**config.mk**
```make
export PLATFORM = sky130hd
export DESIGN_NAME = div_seq_ctrl_flat
export DESIGN_NICKNAME = d
export VERILOG_FILES = /design/src/rtl/div_seq_ctrl_pkg.sv /design/src/rtl/div_seq_ctrl_if.sv /design/src/rtl/div_seq_ctrl_iter_step.sv /design/src/rtl/div_seq_ctrl.sv /design/src/flat_wrapper.sv
export SDC_FILE = /design/constraint.sdc
export NUM_CORES = 1
export LEC_CHECK = 0
export CAP_MARGIN = 0
export CORE_ASPECT_RATIO = 1.4
export CORE_MARGIN = 5
export CORE_UTILIZATION = 43
export CTS_BUF_LIST = sky130_fd_sc_hd__clkbuf_8
export DETAILED_ROUTE_END_ITERATION = 6
export PLACE_DENSITY = 0.7
export SLEW_MARGIN = 15
export SYNTH_ARGS = -nofsm -noshare
export SYNTH_HDL_FRONTEND = slang
export SYNTH_HIERARCHICAL = 1
export SYNTH_SLANG_ARGS = --single-unit
```
**constraint.sdc**
```tcl
create_clock -name clk -period 3.9 [get_ports clk]
set_clock_uncertainty 0.15 [all_clocks]
set_input_delay 0.975 -clock clk [delete_from_list [all_inputs] [get_ports clk]]
set_output_delay 0.975 -clock clk [all_outputs]
set_load 0.005 [all_outputs]
```
**src/rtl/div_seq_ctrl_pkg.sv**
```systemverilog
// Shared definitions for the sequential divider controller: op encodings,
// the one-hot FSM state type and small op-decoding helpers.
package div_seq_ctrl_pkg;

  // Bit 1 selects unsigned, bit 0 selects remainder instead of quotient.
  localparam logic [1:0] DIV_OP_DIV_W  = 2'b00;
  localparam logic [1:0] DIV_OP_MOD_W  = 2'b01;
  localparam logic [1:0] DIV_OP_DIV_WU = 2'b10;
  localparam logic [1:0] DIV_OP_MOD_WU = 2'b11;

  typedef enum logic [3:0] {
    IDLE = 4'b0001,
    CALC = 4'b0010,
    FIX  = 4'b0100,
    DONE = 4'b1000
  } div_state_t;

  // True for the two's-complement (.w) ops.
  function automatic logic op_is_signed(input logic [1:0] op);
    return (op == DIV_OP_DIV_W) || (op == DIV_OP_MOD_W);
  endfunction

  // True when the op returns the remainder.
  function automatic logic op_is_mod(input logic [1:0] op);
    return (op == DIV_OP_MOD_W) || (op == DIV_OP_MOD_WU);
  endfunction

endpackage

```
**src/rtl/div_seq_ctrl_if.sv**
```systemverilog
// EX-stage <-> divider handshake bundle: request channel, response channel,
// flush and busy status.
interface div_seq_ctrl_if #(
  parameter int DATA_W = 32
) ();

  logic              req_valid;
  logic              req_ready;
  logic [1:0]        req_op;
  logic [DATA_W-1:0] req_src1;
  logic [DATA_W-1:0] req_src2;
  logic              flush;
  logic              resp_valid;
  logic              resp_ready;
  logic [DATA_W-1:0] resp_result;
  logic              busy;

  // EX stage side.
  modport master (
    output req_valid, req_op, req_src1, req_src2, flush, resp_ready,
    input  req_ready, resp_valid, resp_result, busy
  );

  // Divider controller side.
  modport slave (
    input  req_valid, req_op, req_src1, req_src2, flush, resp_ready,
    output req_ready, resp_valid, resp_result, busy
  );

endinterface

```
**src/rtl/div_seq_ctrl_iter_step.sv**
```systemverilog
// One restoring shift-subtract step on unsigned magnitudes. The shifted
// partial remainder is kept one bit wider than DATA_W so that divisors with
// the MSB set (unsigned ops) never lose the bit shifted out of rem.
module div_iter_step #(
  parameter int DATA_W = 32
) (
  input  logic [DATA_W-1:0] rem,
  input  logic              quo_msb,
  input  logic [DATA_W-1:0] divisor,
  output logic [DATA_W-1:0] rem_next,
  output logic              q_bit
);

  logic [DATA_W:0] shifted_s;
  logic [DATA_W:0] diff_s;

  // Trial subtraction; a clear sign bit means the divisor fits.
  always_comb begin
    shifted_s = {rem, quo_msb};
    diff_s    = shifted_s - {1'b0, divisor};
    q_bit     = ~diff_s[DATA_W];
    if (q_bit) begin
      rem_next = diff_s[DATA_W-1:0];
    end else begin
      rem_next = shifted_s[DATA_W-1:0];
    end
  end

endmodule

```
**src/rtl/div_seq_ctrl.sv**
```systemverilog
// Sequencer for the EX-stage multi-cycle divider: accepts one op, runs
// DATA_W restoring iterations on operand magnitudes, applies sign fix-up and
// holds the result until EX consumes it. flush returns to IDLE from anywhere.
module div_seq_ctrl
  import div_seq_ctrl_pkg::*;
#(
  parameter int DATA_W = 32
) (
  input  logic          clk,
  input  logic          resetn,
  div_seq_ctrl_if.slave bus
);

  localparam int              CNT_W    = $clog2(DATA_W);
  localparam logic [CNT_W-1:0] CNT_LAST = CNT_W'(DATA_W - 1);
  localparam logic [DATA_W-1:0] ZERO_W = {DATA_W{1'b0}};
  localparam logic [DATA_W-1:0] ONES_W = {DATA_W{1'b1}};

  // Two's-complement negate when cond is set.
  function automatic logic [DATA_W-1:0] neg_if(input logic cond, input logic [DATA_W-1:0] v);
    return cond ? (~v + DATA_W'(1)) : v;
  endfunction

  div_state_t        state_r;
  div_state_t        state_nxt_s;
  logic [CNT_W-1:0]  counter_r;
  logic [1:0]        op_r;
  logic              sign1_r;
  logic              sign2_r;
  logic [DATA_W-1:0] quo_r;
  logic [DATA_W-1:0] dvs_r;
  logic [DATA_W-1:0] rem_r;
  logic [DATA_W-1:0] result_r;

  logic              accept_s;
  logic              neg1_s;
  logic              neg2_s;
  logic [DATA_W-1:0] rem_next_s;
  logic              q_bit_s;
  logic [DATA_W-1:0] quo_fix_s;
  logic [DATA_W-1:0] rem_fix_s;
  logic [DATA_W-1:0] fix_result_s;
  logic              req_ready_s;
  logic              resp_valid_s;
  logic              busy_s;

  assign accept_s = bus.req_valid & (state_r == IDLE) & ~bus.flush;
  assign neg1_s   = op_is_signed(bus.req_op) & bus.req_src1[DATA_W-1];
  assign neg2_s   = op_is_signed(bus.req_op) & bus.req_src2[DATA_W-1];

  div_iter_step #(.DATA_W(DATA_W)) u_step (
    .rem      (rem_r),
    .quo_msb  (quo_r[DATA_W-1]),
    .divisor  (dvs_r),
    .rem_next (rem_next_s),
    .q_bit    (q_bit_s)
  );

  // FSM state register.
  always_ff @(posedge clk) begin
    if (!resetn) begin
      state_r <= IDLE;
    end else begin
      state_r <= state_nxt_s;
    end
  end

  // Next-state logic; flush overrides every other transition.
  always_comb begin
    state_nxt_s = state_r;
    if (bus.flush) begin
      state_nxt_s = IDLE;
    end else begin
      case (state_r)
        IDLE: begin
          if (bus.req_valid) begin
            state_nxt_s = (bus.req_src2 == ZERO_W) ? FIX : CALC;
          end else begin
            state_nxt_s = IDLE;
          end
        end
        CALC: begin
          if (counter_r == CNT_LAST) begin
            state_nxt_s = FIX;
          end else begin
            state_nxt_s = CALC;
          end
        end
        FIX:  state_nxt_s = DONE;
        DONE: begin
          if (bus.resp_ready) begin
            state_nxt_s = IDLE;
          end else begin
            state_nxt_s = DONE;
          end
        end
        default: state_nxt_s = IDLE;
      endcase
    end
  end

  // Handshake/status outputs decoded straight from the one-hot state register.
  always_comb begin
    req_ready_s  = 1'b0;
    resp_valid_s = 1'b0;
    busy_s       = 1'b1;
    case (state_r)
      IDLE: begin
        req_ready_s = 1'b1;
        busy_s      = 1'b0;
      end
      CALC:    busy_s = 1'b1;
      FIX:     busy_s = 1'b1;
      DONE:    resp_valid_s = 1'b1;
      default: busy_s = 1'b1;
    endcase
  end

  assign bus.req_ready   = req_ready_s;
  assign bus.resp_valid  = resp_valid_s;
  assign bus.busy        = busy_s;
  assign bus.resp_result = result_r;

  // Iteration counter: restarts on accept/flush, wraps to 0 on the last step.
  always_ff @(posedge clk) begin
    if (!resetn) begin
      counter_r <= {CNT_W{1'b0}};
    end else if (bus.flush || accept_s) begin
      counter_r <= {CNT_W{1'b0}};
    end else if (state_r == CALC) begin
      counter_r <= counter_r + CNT_W'(1);
    end else begin
      counter_r <= counter_r;
    end
  end

  // Operand/sign latches on accept, then the shift-subtract datapath in CALC.
  always_ff @(posedge clk) begin
    if (!resetn) begin
      op_r    <= DIV_OP_DIV_W;
      sign1_r <= 1'b0;
      sign2_r <= 1'b0;
      quo_r   <= ZERO_W;
      dvs_r   <= ZERO_W;
      rem_r   <= ZERO_W;
    end else if (accept_s) begin
      op_r    <= bus.req_op;
      sign1_r <= neg1_s;
      sign2_r <= neg2_s;
      quo_r   <= neg_if(neg1_s, bus.req_src1);
      dvs_r   <= neg_if(neg2_s, bus.req_src2);
      rem_r   <= ZERO_W;
    end else if ((state_r == CALC) && !bus.flush) begin
      rem_r   <= rem_next_s;
      quo_r   <= {quo_r[DATA_W-2:0], q_bit_s};
    end else begin
      rem_r   <= rem_r;
      quo_r   <= quo_r;
    end
  end

  // Sign fix-up. With a zero divisor quo_r still holds |src1|, so re-applying
  // the dividend sign restores src1 unmodified for the remainder.
  always_comb begin
    quo_fix_s = neg_if(sign1_r ^ sign2_r, quo_r);
    rem_fix_s = neg_if(sign1_r, rem_r);
    if (dvs_r == ZERO_W) begin
      quo_fix_s = ONES_W;
      rem_fix_s = neg_if(sign1_r, quo_r);
    end else begin
      quo_fix_s = neg_if(sign1_r ^ sign2_r, quo_r);
      rem_fix_s = neg_if(sign1_r, rem_r);
    end
    if (op_is_mod(op_r)) begin
      fix_result_s = rem_fix_s;
    end else begin
      fix_result_s = quo_fix_s;
    end
  end

  // Result register: loaded in FIX, held through DONE and IDLE.
  always_ff @(posedge clk) begin
    if (!resetn) begin
      result_r <= ZERO_W;
    end else if ((state_r == FIX) && !bus.flush) begin
      result_r <= fix_result_s;
    end else begin
      result_r <= result_r;
    end
  end

endmodule

```
**src/flat_wrapper.sv**
```systemverilog
// flat-port wrapper written by rule: the top's interface ports become plain ports
module div_seq_ctrl_flat import div_seq_ctrl_pkg::*;
#(
  parameter int DATA_W = 32
)
  (clk, resetn, bus_req_valid, bus_req_op, bus_req_src1, bus_req_src2, bus_flush, bus_resp_ready, bus_req_ready, bus_resp_valid, bus_resp_result, bus_busy);
  div_seq_ctrl_if #(.DATA_W(DATA_W)) bus_i ();
  input  logic clk;
  input  logic resetn;
  input wire logic [$bits(bus_i.req_valid)-1:0] bus_req_valid;
  input wire logic [$bits(bus_i.req_op)-1:0] bus_req_op;
  input wire logic [$bits(bus_i.req_src1)-1:0] bus_req_src1;
  input wire logic [$bits(bus_i.req_src2)-1:0] bus_req_src2;
  input wire logic [$bits(bus_i.flush)-1:0] bus_flush;
  input wire logic [$bits(bus_i.resp_ready)-1:0] bus_resp_ready;
  output wire logic [$bits(bus_i.req_ready)-1:0] bus_req_ready;
  output wire logic [$bits(bus_i.resp_valid)-1:0] bus_resp_valid;
  output wire logic [$bits(bus_i.resp_result)-1:0] bus_resp_result;
  output wire logic [$bits(bus_i.busy)-1:0] bus_busy;
  assign bus_i.req_valid = bus_req_valid;
  assign bus_i.req_op = bus_req_op;
  assign bus_i.req_src1 = bus_req_src1;
  assign bus_i.req_src2 = bus_req_src2;
  assign bus_i.flush = bus_flush;
  assign bus_i.resp_ready = bus_resp_ready;
  assign bus_req_ready = bus_i.req_ready;
  assign bus_resp_valid = bus_i.resp_valid;
  assign bus_resp_result = bus_i.resp_result;
  assign bus_busy = bus_i.busy;
  div_seq_ctrl #(.DATA_W(DATA_W)) u_core (.clk(clk), .resetn(resetn), .bus(bus_i));
endmodule
```
==> results of run 1 <==
[area by class of cell]
cell class | instances | area (µm²)
repair buffers | 168 | 1556
multi-input cells | 1232 | 8033
inverters | 58 | 220.2
flip-flops and latches | 140 | 2804
clock inverters | 15 | 186.4
well taps | 324 | 405.4
clock buffers | 17 | 234.0
fillers | 2584 | 12750
[flip-flops by register name (all words and copies together), names as in the netlist, 4 cells and up]
register and flops:
u_core/bus.resp_result 32, u_core/dvs_r 32, u_core/quo_r 32, u_core/rem_r 32
u_core/counter_r 5, u_core/state_r 4
[routing by layer]
metal  global-route usage  up-vias  share of wire  wire, µm
met2               0.3983      367           0.50     17050
met5                    0        -              0         0
li1                     -     5701              -         -
met4              0.08155        0          0.027       932
met1               0.2697     5386           0.42     14530
met3              0.03534       66          0.049      1681
[worst min-delay path by stage]
stage / from / end / slack (ns) / depth (start not counted)
finish: u_core/bus.resp_result[20]$_SDFFE_PN0P_ / u_core/bus.resp_result[20]$_SDFFE_PN0P_ / 0.32 / 2
global route: u_core/dvs_r[0]$_SDFFE_PN0P_ / u_core/dvs_r[0]$_SDFFE_PN0P_ / 0.38 / 2
CTS: u_core/bus.resp_result[20]$_SDFFE_PN0P_ / u_core/bus.resp_result[20]$_SDFFE_PN0P_ / 0.32 / 2
detailed placement: u_core/bus.resp_result[20]$_SDFFE_PN0P_ / u_core/bus.resp_result[20]$_SDFFE_PN0P_ / 0.30 / 2
global placement: u_core/bus.resp_result[0]$_SDFFE_PN0P_ / u_core/bus.resp_result[0]$_SDFFE_PN0P_ / 0.31 / 2
floorplan: u_core/dvs_r[31]$_SDFFE_PN0P_ / u_core/dvs_r[31]$_SDFFE_PN0P_ / 0.30 / 2
[power groups by stage]
| stage | combinational [mW] | sequential, mW | clock, mW |
|---|---|---|---|
| global route | 0.992 | 1.58 | 1.37 |
| detailed placement | 0.891 | 1.60 | 0 |
| floorplan | 0.651 | 1.55 | 0 |
| finish | 0.904 | 1.57 | 1.28 |
| CTS | 0.897 | 1.57 | 1.31 |
| global placement | 0.880 | 1.60 | 0 |
[cell usage in the layout, fill, tap and decap left out, types with 7 or more instances in the layout]
| cell type | count |
|---|---|
| a31oi_1 | 19 |
| nor2_1 | 82 |
| xor2_1 | 63 |
| o41ai_1 | 12 |
| o211a_1 | 29 |
| o21ai_0 | 74 |
| mux2_4 | 19 |
| and3_1 | 20 |
| a21oi_1 | 156 |
| dfxtp_1 | 139 |
| o211ai_1 | 7 |
| inv_1 | 56 |
| nand2b_1 | 9 |
| clkdlybuf4s50_1 | 104 |
| a21boi_0 | 8 |
| mux2i_1 | 7 |
| nor3_1 | 26 |
| o31ai_1 | 30 |
| nor3b_1 | 7 |
| xnor2_1 | 84 |
| nand2_1 | 243 |
| nand4_1 | 12 |
| o21ai_1 | 19 |
| a221oi_1 | 7 |
| buf_4 | 60 |
| and2_1 | 7 |
| ha_1 | 38 |
| clkbuf_8 | 17 |
| a21o_1 | 18 |
| or4_1 | 10 |
| nor4_1 | 26 |
| or3_1 | 10 |
| nor2b_1 | 9 |
| nand3_1 | 54 |
[through the flow]
step	cell area, µm²	hold WS, ns	instances	util	power, mW
floorplan	11470	0.2980	1541	-	2.196
detailed placement	13020	0.3045	1922	0.4970	2.489
global placement	13020	0.3073	1922	0.4970	2.477
CTS	13440	0.3175	1954	0.5131	3.773
global route	13440	0.3765	1954	0.5132	3.940
finish	13440	0.3210	1954	0.5132	3.751
[critical path: stages, from the launching register on]
cell and delay [ns]:
dfxtp_1 0.34, inv_1 0.05, ha_1 0.22, fa_1 0.40
and2b_1 0.23, o2111ai_1 0.16, a21oi_2 0.23, o2111ai_1 0.22
a211oi_2 0.29, nor2_2 0.08, mux2i_1 0.14, and2_4 0.18
inv_4 0.30, mux2_1 0.36, nand2_1 0.06, a21oi_1 0.06
[logic make-up after synthesis]
group | after synthesis | share of synthesized area
flops | 140 | 0.2443
xor+xnor | 147 | 0.1122
fa+ha+maj | 39 | 0.04319
buf+inv | 169 | 0.05748
compound gates | 454 | 0.2570
mux | 35 | 0.04570
simple gates | 557 | 0.2401
==> results.md, run 1 <==
* Tot GR Track Use at 0.2233
* Die ar. at 30090 µm²
* Number of enable flip-flop cells after synthesis at 0
* Slew Viols, Final at 0
* Cell count after synthesis at 1541
* DR vias at 11520
* Status: finished clean
* H-tree Lvls at 4
* Most used DFF post-synth: dfxtp_1
* # Max-Cap Violations at 0
* Fin. Hold Viols at 0
* Worst R2R Start: u_core/quo_r[31]$_SDFFE_PN0P_
* Worst Slack Setup Final at 0.3325 ns
* Post-synthesis instance area at 11470 µm²
* Area delta synth->final at 17.16%
* Fmax at 0.2803 GHz
* DIE HEIGHT at 203.3 µm
* Post-cts resize count at 0
* Synth warnings at 6
* DP HPWL at 25.75 mm
* Clock Path Buffers at 2
* Nets at 1727
* Worst-skew pair later-pin latency at 0.47 ns
* Largest cells by area after synthesis: dfxtp_1 (24%), nand2_1 (8.0%), a21oi_1 (6.8%), xnor2_1 (6.4%), xor2_1 (4.8%)
* Area leader, netlist: dfxtp_1
* CP Max Fanout at 22
* Global-route wire length before repair at 55.55 mm
* Setup crit end kind: flop
* Post-route DRC at 0
* Worst R2R Path Depth at 15
* Worst setup startpoint: u_core/quo_r[31]$_SDFFE_PN0P_
* Initial antenna violation count at 0
* IO Port Bufs at 105
* Slew @ Worst Pin at 0.8423 ns
* Hold Path Class: flop to flop
* CTS tree: done
* Clk pwr share at 0.341
* Switching part of the total power at 0.3265
* Reg-to-reg endpoint: u_core/rem_r[3]$_SDFFE_PP0P_
* Final setup viols at 0
* Reg2Reg Setup Slack at 0.33 ns
* Synthesized flop and latch total at 140
* Crit path kind: flop to flop
* GRT overflow at 0
* Core ar. at 26190 µm²
* Post-synth top cells: nand2_1 (243), a21oi_1 (156), dfxtp_1 (140), clkbuf_1 (93)
* Ys async rst share at 0
* Post-CTS Setup Bufs at 0
* Combinational Power Share at 0.241
* CTS Hold Bufs at 0
* Post-Route Setup TNS at 0 ns
* Int Pwr at 2.526 mW
* Vias per cell at 5.896
* Worst Path Arrival at 3.77 ns
* Place WS at 0.1384 ns
* Core Rows at 70
* Net Switching at 1.225 mW
* Mean Syn Cell Area at 7.444 µm²
* I/O pin cnt at 106
* Die width at 148.0 µm
* Leak at 5.451 nW
* Peak VDD IR at 0.2032 mV
* Initial Util at 0.4380
* Worst setup path end: u_core/rem_r[3]$_SDFFE_PP0P_
* Power per cell area at 279.1 nW/µm²
* Root Driver: clkbuf_8
* First-pass DRT Iterations at 6
* Sequential share of power at 0.418
* CP required at 4.10 ns
* Clock period minus worst slack at 3.567 ns
* Final period util at 0.9147
* Layout cell share with drive strength beyond 1 at 0.09632
* Inserted Diodes at 0
* Routability cong. at 0.9467
* Post-route ant nets at 0
* Most frequent cell after synthesis: nand2_1
* Largest net degree at the start of global routing at 96
* Clock Sinks at 140
* DR WL/cell at 17.50 µm
* Vias in the first global route at 10950
* Sequential fraction of the synthesis area at 0.2443
* DR iter-0 viols at 762
* WL final at 34.19 mm
* Synth Net Count at 1651
* Synth cell types at 93
* Synth top area share at 0.2443
* Max-slew headroom at 0.4385
* Clock-pin slew on the worst setup and hold paths at 0.09 ns
* Crit start category: flop
* RSZ-0062 raised after global routing: no
* Total CTS buffers at 17
No activity file was read; power rests on OpenSTA's default activity.
==> inputs of run 2 (changes only) <==
--- a/config.mk
+++ b/config.mk
@@ -6,11 +6,12 @@
 export NUM_CORES = 1
 export LEC_CHECK = 0
 export CAP_MARGIN = 0
-export CORE_ASPECT_RATIO = 1.4
+export CORE_ASPECT_RATIO = 0.9
 export CORE_MARGIN = 5
 export CORE_UTILIZATION = 43
 export CTS_BUF_LIST = sky130_fd_sc_hd__clkbuf_8
 export DETAILED_ROUTE_END_ITERATION = 6
+export GPL_TIMING_DRIVEN = 1
 export PLACE_DENSITY = 0.7
 export SLEW_MARGIN = 15
 export SYNTH_ARGS = -nofsm -noshare
==> run 2 against run 1 <==
  * Core utilization is 0.18 points higher
  * Sequential cell count unchanged
  * Clock power decreased by 3%
  * Sequential power is essentially flat
  * Routed wire length is 5.1% higher
  * Hold slack lost 0.0044 ns
  * Critical path type unchanged
  * Largest power group unchanged
==> results.md, run 2 (synthesis results as in run 1) <==
* Status: finished clean
* Worst R2R Start: u_core/quo_r[31]$_SDFFE_PN0P_
* Commonest cells after routing, fill and taps aside: nand2_1 (243), a21oi_1 (156), dfxtp_1 (139)
* Min-delay src: u_core/bus.resp_result[1]$_SDFFE_PN0P_
* Layout cell share with drive strength beyond 1 at 0.09731 (+0.0009882)
* Leak at 5.478 nW (+0.48%)
* Worst-skew pair later-pin latency at 0.46 ns (about the same)
* Power per cell area at 276.2 nW/µm² (-1.0%)
* Clock period minus worst slack at 3.629 ns (+0.06157 ns)
* DP HPWL at 26.90 mm (+4.5%)
* Crit start category: flop
* Slew Viols, Final at 0 (unchanged)
* Vias in the first global route at 10800 (-1.4%)
* Root Driver: clkbuf_8
* Hold Path Class: flop to flop
* Max-slew headroom at 0.4227 (-0.01575)
* Initial Util at 0.4377 (about the same)
* Routability cong. at 0.9664 (+2.1%)
* Nets at 1732 (+0.29%)
* Worst setup startpoint: u_core/quo_r[31]$_SDFFE_PN0P_
* Total CTS buffers at 17 (unchanged)
* Inserted Diodes at 0 (unchanged)
* I/O pin cnt at 106 (unchanged)
* GRT overflow at 0 (unchanged)
* Largest net degree at the start of global routing at 96 (unchanged)
* Clock-pin slew on the worst setup and hold paths at 0.08 ns (about the same)
* Area delta synth->final at 17.64%
* First-pass DRT Iterations at 7 (+1)
* CTS Hold Bufs at 0 (unchanged)
* Post-route ant nets at 0 (unchanged)
* Die ar. at 30050 µm² (-0.14%)
* Worst hold slack at 0.3166 ns (-0.004431 ns)
* Clock Sinks at 140 (unchanged)
* Final period util at 0.9305 (+0.01579)
* Tot GR Track Use at 0.2311 (+0.007784)
* CP Max Fanout at 22 (unchanged)
* Core ar. at 26210 µm² (about the same)
* DR vias at 11740 (+1.9%)
* Final setup viols at 0 (unchanged)
* CTS tree: done
* Initial antenna violation count at 0 (unchanged)
* Finished Cell Area at 13490 µm² (+0.41%)
* Post-route DRC at 0 (unchanged)
* DR iter-0 viols at 1096 (+44%)
* Global-route wire length before repair at 56.99 mm (+2.6%)
* Core Rows at 56 (-20%)
* Slew @ Worst Pin at 0.8659 ns (+0.02362 ns)
* Setup crit end kind: flop
* Placed Area at 13080 µm² (+0.52%)
* Worst Path Arrival at 3.81 ns (+0.04 ns)
* Fin. Hold Viols at 0 (unchanged)
* Clock Path Buffers at 2 (unchanged)
* DIE HEIGHT at 165.0 µm (-19%)
* Crit path kind: flop to flop
* Vias per cell at 5.921 (+0.44%)
* Die width at 182.2 µm (+23%)
* CP required at 4.08 ns (-0.02 ns)
* Commonest non-fill, non-tap cell in the layout: nand2_1
* DR WL/cell at 18.12 µm (+3.6%)
* H-tree Lvls at 4 (unchanged)
* WL final at 35.92 mm (+5.1%)
* IO Port Bufs at 105 (unchanged)
* Peak VDD IR at 0.1617 mV (-20%)
* Fmax at 0.2756 GHz (-1.7%)
* # Max-Cap Violations at 0 (unchanged)
* RSZ-0062 raised after global routing: no
* Post-Route Setup TNS at 0 ns (unchanged)
## run 2: stage by stage
step,power [mW],worst slack (ns),util,std cells
final,3.727,0.2710,0.5149,1982
after global routing,3.901,0.1309,0.5149,1982
after CTS,3.738,0.1082,0.5148,1982
after detailed placement,2.503,0.06954,0.4993,1951
after global placement,2.491,0.1479,0.4993,1951
after floorplan,2.196,0.5686,-,1541
## run 2: report_power, final
group | switching [mW] | internal [mW] | leakage [nW]
clock | 0.578 | 0.660 | 0.214
combinational | 0.523 | 0.402 | 4.12
sequential | 0.0843 | 1.48 | 1.14
## run 2: worst paths after layout
kind	depth (start not counted)	slack, ns	end
worst max-delay path	15	0.27	u_core/rem_r[4]$_SDFFE_PP0P_
worst min-delay path	2	0.32	u_core/bus.resp_result[1]$_SDFFE_PN0P_
worst max register to register	15	0.27	u_core/rem_r[4]$_SDFFE_PP0P_
worst min register to register	2	0.32	u_core/bus.resp_result[1]$_SDFFE_PN0P_
## run 2: area by class of cell
| type | count | area [µm²] |
|---|---|---|
| Sequential cell | 140 | 2804 |
| Clock buffer | 23 | 316.6 |
| Clock inverter | 8 | 91.34 |
| Fill cell | 2580 | 12710 |
| Timing Repair Buffer | 173 | 1594 |
| Multi-Input combinational cell | 1232 | 8033 |
| Tap cell | 348 | 435.4 |
| Inverter | 58 | 220.2 |
## run 2: per-layer routing
layer	track usage	wire (µm)	share of wire	vias to the layer above
met5	0	0	0	-
met4	0.06719	697	0.019	0
met3	0.03303	2041	0.057	50
met2	0.3740	16510	0.46	407
met1	0.3219	16670	0.46	5570
li1	-	-	-	5709
## run 2: critical path: stages, from the launching register on
cell and delay, ns:
dfxtp_1 0.34, inv_1 0.05, ha_1 0.21, fa_1 0.39
and2b_1 0.23, o2111ai_1 0.17, a21oi_2 0.22, o2111ai_1 0.23
a211oi_2 0.30, nor2_2 0.08, mux2i_1 0.14, and2_4 0.18
inv_4 0.31, mux2_1 0.37, nand2_1 0.07, a21oi_1 0.06
## run 2: repair_timing
item                       in CTS  in global routing
setup endpoints to repair       0                 21
resized for setup               0                  2
setup buffers                   0                  0
